**config.mk**
```make
export PLATFORM = sky130hd
export DESIGN_NAME = product_accumulator
export DESIGN_NICKNAME = d
export VERILOG_FILES = /design/src/rtl/product_accumulator.sv
export SDC_FILE = /design/constraint.sdc
export NUM_CORES = 1
export LEC_CHECK = 0
export ABC_CLOCK_PERIOD_IN_PS = 4100
export CAP_MARGIN = 20
export CORE_ASPECT_RATIO = 1.1
export CORE_UTILIZATION = 26
export DETAILED_ROUTE_END_ITERATION = 12
export GPL_TIMING_DRIVEN = 1
export HOLD_SLACK_MARGIN = 0.12
export PLACE_DENSITY = 0.56
export SLEW_MARGIN = 10
export SYNTH_ARGS = -nofsm -noshare
export SYNTH_HDL_FRONTEND = slang
export SYNTH_SLANG_ARGS = --single-unit
```
**constraint.sdc**
```tcl
create_clock -name clk -period 4.1 [get_ports clk]
set_input_delay 0.82 -clock clk [delete_from_list [all_inputs] [get_ports clk]]
set_output_delay 0.82 -clock clk [all_outputs]
set_load 0.02 [all_outputs]
```
**src/rtl/product_accumulator.sv**
```systemverilog
// MAC stage behind the 16x16 multiplier: sums ACC_LEN unsigned products into
// one ACC_W-bit result and offers it on a valid/ready port with a sticky overflow flag.
module product_accumulator #(
  parameter int PROD_W  = 32,
  parameter int ACC_W   = 40,
  parameter int ACC_LEN = 16
) (
  input  logic              clk,
  input  logic              rst,
  input  logic              clear,
  input  logic              in_valid,
  output logic              in_ready,
  input  logic [PROD_W-1:0] in_prod,
  output logic              out_valid,
  input  logic              out_ready,
  output logic [ACC_W-1:0]  out_sum,
  output logic              out_ovf
);

  localparam int CNT_W = $clog2(ACC_LEN + 1);
  localparam logic [CNT_W-1:0] LAST = CNT_W'(ACC_LEN - 1);

  typedef enum logic {
    ACCUM = 1'b0,
    HOLD  = 1'b1
  } state_t;

  state_t            state, state_d;
  logic [ACC_W-1:0]  acc, acc_d, sum_d;
  logic [CNT_W-1:0]  cnt, cnt_d;
  logic              ovf, ovf_d, sum_ovf_d;
  logic [ACC_W:0]    add;
  logic              in_fire, out_fire;

  // While holding, an input is only taken when the result leaves the same cycle.
  assign in_ready  = (state == ACCUM) | out_ready;
  assign out_valid = (state == HOLD);
  assign in_fire   = in_valid & in_ready;
  assign out_fire  = out_valid & out_ready;

  // Extra top bit captures the carry out of the ACC_W-bit accumulator.
  assign add = {1'b0, acc} + (ACC_W + 1)'(in_prod);

  always_ff @(posedge clk) begin
    // NOTE: sequential state uses non-blocking assignments so every register
    // samples pre-edge values, independent of statement order.
    if (rst) state <= ACCUM;
    else     state <= state_d;
  end

  // acc/cnt/ovf are always zero in HOLD, so the same add path starts the next sum.
  always_comb begin
    // NOTE: every output gets a default first so no path leaves a latch behind.
    state_d   = state;
    acc_d     = acc;
    cnt_d     = cnt;
    ovf_d     = ovf;
    sum_d     = out_sum;
    sum_ovf_d = out_ovf;
    if (clear) begin
      state_d = ACCUM;
      acc_d   = '0;
      cnt_d   = '0;
      ovf_d   = 1'b0;
    end else begin
      if (out_fire) state_d = ACCUM;
      if (in_fire) begin
        if (cnt == LAST) begin
          sum_d     = add[ACC_W-1:0];
          sum_ovf_d = ovf | add[ACC_W];
          acc_d     = '0;
          cnt_d     = '0;
          ovf_d     = 1'b0;
          state_d   = HOLD;
        end else begin
          acc_d = add[ACC_W-1:0];
          cnt_d = cnt + CNT_W'(1);
          ovf_d = ovf | add[ACC_W];
        end
      end
    end
  end

  always_ff @(posedge clk) begin
    if (rst) begin
      acc     <= '0;
      cnt     <= '0;
      ovf     <= 1'b0;
      out_sum <= '0;
      out_ovf <= 1'b0;
    end else begin
      acc     <= acc_d;
      cnt     <= cnt_d;
      ovf     <= ovf_d;
      out_sum <= sum_d;
      out_ovf <= sum_ovf_d;
    end
  end

endmodule

```
==> impl_summary.md <==
Synthesis
The cell area after technology mapping is around 5000 µm². The proportion of netlist area held by the largest area contributor is a little over a third. The instance count of the mapped netlist is roughly 630. Yosys mapped a number of flops with a built-in enable equal to 0. The async set-reset flop share out of synthesis is 0%.

After synthesis, flip-flops and latches occupy 35.2% of the total area. Synthesis produced a netlist with a net count of between 600 and 700. Yosys printed 0 warnings.

The most used flip-flop cell after synthesis is sky130_fd_sc_hd__dfxtp_1. Counting distinct cell types in the post-synthesis netlist gives 63. Dividing the synthesized area by the synthesized cell count gives roughly 8.0 µm². In this run, synthesis produced a sequential element count of 88. The cell type with the highest aggregate area in the netlist is sky130_fd_sc_hd__dfxtp_1.

By area the synthesized netlist is led by sky130_fd_sc_hd__dfxtp_1, sky130_fd_sc_hd__ha_1, sky130_fd_sc_hd__nand2_1.

Clocking
The number of gates resized after CTS was 0. Clock tree synthesis inserted a total of 9 buffers. For this design, the CTS-stage hold fixing added 0 buffers. The total clock sinks is 88.

Clock tree synthesis selected as its root buffer the cell sky130_fd_sc_hd__clkbuf_16. The H-tree depth is 3. The CTS tree is yes. Post-CTS timing repair inserted 0 buffers for setup. The clock latency reported for the late side of the worst-skew pair is roughly 0.35 ns. No sink is reached through more buffers than the 2 on the longest clock path. The clock-pin slew on the worst setup and hold paths is 0.06 ns.

Timing
The count of pins over their slew limit is 0. The actual transition at the worst max-transition pin is 0.980 ns. Across all setup checks in the final design, the least slack found is just under 0.5 ns.

The accumulated negative setup slack is 0 ns. The top achievable clock speed is between 200 and 300 MHz. The worst clock skew is 0.00945 ns. Across all hold checks on the routed design, the worst slack comes to roughly 0.45 ns.

The hold violation total from the final report is 0. The post-route clock period utilization is 88.1%. The smallest clock period supported by the final layout is computed as approximately 3.6 ns. The worst max-slew margin expressed relative to the limit is 34.7%.

The number of failing setup endpoints in the final timing report is 0. Setup repair after global routing left no endpoint under its margin.

Die
The number of rows created at floorplan is 52. The area inside the core boundary is roughly 19000 µm². 80 I/O pins were placed. The die is 134 µm wide. The floorplan die area is between 15000 and 20000 µm². Once the floorplan was initialized, standard cells occupied between 20% and 30% of the core.

In this run the vertical extent of the chip is 147 µm.

Worst setup path
The startpoint of the worst-slack reg-to-reg timing path is acc[0]. The signal on the critical path passes through clkdlybuf4s50_1, ha_1, fa_1, a21o_1, a221oi_2, o21bai_1, a31oi_1, o41ai_2, a41oi_1, nor2_1, xnor2_1, a211oi_1. The required time of the worst setup path is around 4.4 ns.

Of all nets on the critical path, the largest fanout is 3. The endpoint identified for the worst register-to-register timing path is out_sum[24]. The number of cells on the worst reg-to-reg path is 11. The startpoint of the most critical setup path is in_prod[0].

For the worst setup path, the data arrival time is about 3.9 ns. The worst setup path is launched from an input pin. For this design, the slowest cell found on the critical path is sky130_fd_sc_hd__fa_1. The longest individual stage delay on the worst path is between 0.4 and 0.5 ns.

Following the worst setup path forward leads to its endpoint at out_sum[24]. The setup check on the worst reg-to-reg path leaves a slack of 1.08 ns. The critical path endpoint category is a register. The critical path start-end classification is input pin to register.

Layout
The library cell used most frequently in the layout, excluding fill and tap cells, is sky130_fd_sc_hd__nand2_1. The relative area change from synthesis to final layout is 27.0%. The ratio of cells with drive above 1 in the final layout is approximately 7%. The final instance area is between 6000 and 7000 µm². Leaving out fill and tap cells, the most frequent cells in the layout are sky130_fd_sc_hd__nand2_1, sky130_fd_sc_hd__dfxtp_1, sky130_fd_sc_hd__clkdlybuf4s50_1. The count of antenna diodes in the layout is 0. The final layout contains about 760 nets.

Placed design
The congestion estimate from routability-driven global placement came to 0.868. In this run the cell area measured after placement is between 6000 and 7000 µm². The HPWL after detailed placement is around 10000 µm. The count of input and output buffers is between 70 and 80. The minimum setup slack after placement is around 0.13 ns.

Power
In this run the power density over the cells is ~320 nW/µm². The worst-case IR drop observed on VDD is between 0.0002 and 0.00025 V. The leakage power is ~2.4 nW.

Worst hold path
The class of the most critical hold timing path is register to register.

Routing
The via count is around 4600. In this run the remaining antenna-violating nets after routing total 0. In the routed design, unresolved DRC markers number 0. The iteration count of the initial detailed-routing pass is 4. The routed via count divided by cell count is roughly 4.9. After detailed routing, the average wire length per cell comes to roughly 15 µm. The final layout contains routed wiring with a total length of approximately 14000 µm. The first routing iteration left ~280 violations.

Flow run
The max-capacitance violation count is 0.

Outcome
The flow ran to the end, and the final reports show no timing, DRC or antenna violations.

Global route
The pin count of the biggest net entering global routing is 36. Summed over all layers, the global routing overflow is 0. The overall fraction of global-route tracks in use is around 15%. The initial antenna violation count is 0.

The first-pass GRT wire length is around 23000 µm. The via count of the first global-routing pass is roughly 4500.
[report_power, final]
| group | total [mW] | internal, mW | switching [mW] | leakage [nW] |
|---|---|---|---|---|
| Clock | 0.831 | 0.474 | 0.356 | 0.135 |
| Sequential | 0.878 | 0.870 | 0.00847 | 0.712 |
| Combinational | 0.329 | 0.137 | 0.193 | 1.55 |
[kinds of logic (layout without fill, tap and decap cells)]
| group | count (synthesis) | count (layout) | synth area share (%) |
|---|---|---|---|
| and+or+nand+nor | 228 | 228 | 20.8 |
| AOI/OAI and AO/OA | 189 | 189 | 24.8 |
| DFF | 88 | 88 | 35.2 |
| buffers and inverters | 47 | 120 | 3.70 |
| xor gates and xnor gates | 38 | 38 | 6.66 |
| adders and majority gates | 34 | 34 | 8.66 |
| muxes | 1 | 1 | 0.200 |
[worst min path at each step]
stage / depth (start not counted) / to / startpoint / slack (ns)
floorplan: 2 / acc[22] / acc[22] / 0.43
global placement: 2 / acc[27] / acc[27] / 0.44
detailed placement: 2 / out_sum[20] / out_sum[20] / 0.45
CTS: 2 / out_sum[20] / out_sum[20] / 0.46
global route: 2 / acc[0] / acc[0] / 0.48
finish: 2 / out_sum[20] / out_sum[20] / 0.45
[synthesized netlist by cell type, types with 4 or more instances]
master / number
sky130_fd_sc_hd__nand2_1: 97
sky130_fd_sc_hd__dfxtp_1: 88
sky130_fd_sc_hd__a21oi_1: 66
sky130_fd_sc_hd__nor2_1: 56
sky130_fd_sc_hd__ha_1: 33
sky130_fd_sc_hd__o21ai_0: 33
sky130_fd_sc_hd__clkbuf_1: 28
sky130_fd_sc_hd__xnor2_1: 24
sky130_fd_sc_hd__nand3_1: 18
sky130_fd_sc_hd__a22oi_1: 14
sky130_fd_sc_hd__xor2_1: 14
sky130_fd_sc_hd__a21o_1: 13
sky130_fd_sc_hd__inv_1: 12
sky130_fd_sc_hd__a211oi_1: 10
sky130_fd_sc_hd__nand4_1: 10
sky130_fd_sc_hd__nor3_1: 9
sky130_fd_sc_hd__or3_1: 9
sky130_fd_sc_hd__buf_2: 7
sky130_fd_sc_hd__a22o_1: 6
sky130_fd_sc_hd__nor2b_1: 5
sky130_fd_sc_hd__o21ai_1: 5
sky130_fd_sc_hd__o21bai_1: 5
sky130_fd_sc_hd__and2_1: 4
sky130_fd_sc_hd__o211ai_1: 4
[metrics by stage]
step / std cells / power, mW / utilization [%]
floorplan: 625 / 1.12 / -
global placement: 925 / 1.23 / 32.5
detailed placement: 925 / 1.23 / 32.5
CTS: 941 / 2.07 / 34.1
global route: 941 / 2.14 / 34.1
finish: 941 / 2.04 / 34.1
[state kept, by name (all words and copies together), names as in the netlist]
| name | flops |
|---|---|
| out_ovf | 1 |
| ovf | 1 |
| out_sum | 40 |
| cnt | 5 |
| acc | 40 |
| out_valid | 1 |
[worst max-delay path, delay by kind of cell]
family                   cells  cell delay (ns)
AO/OA/AOI/OAI                7             1.74
XOR/XNOR                     1             0.15
adder cells (fa/ha/maj)      2             0.65
buffers and inverters        1             0.40
AND/OR/NAND/NOR              1             0.11
[per-layer routing]
| layer | GRT usage [%] | wire (µm) | vias to the layer above |
|---|---|---|---|
| li1 | - | - | 2368 |
| met1 | 19.0 | 6590 | 2104 |
| met2 | 24.0 | 6370 | 83 |
| met3 | 2.54 | 546 | 14 |
| met4 | 6.46 | 244 | 0 |
| met5 | 0 | 0 | - |
[final cells by class]
cell class / instances / area [µm²]
clock buffers: 10 / 229
clock inverters: 6 / 70.1
fillers: 2007 / 12300
inverters: 12 / 45.0
multi-input cells: 490 / 3060
flip-flops and latches: 88 / 1760
well taps: 243 / 304
repair buffers: 92 / 883
Note: power is estimated with default switching activity, not from simulation.
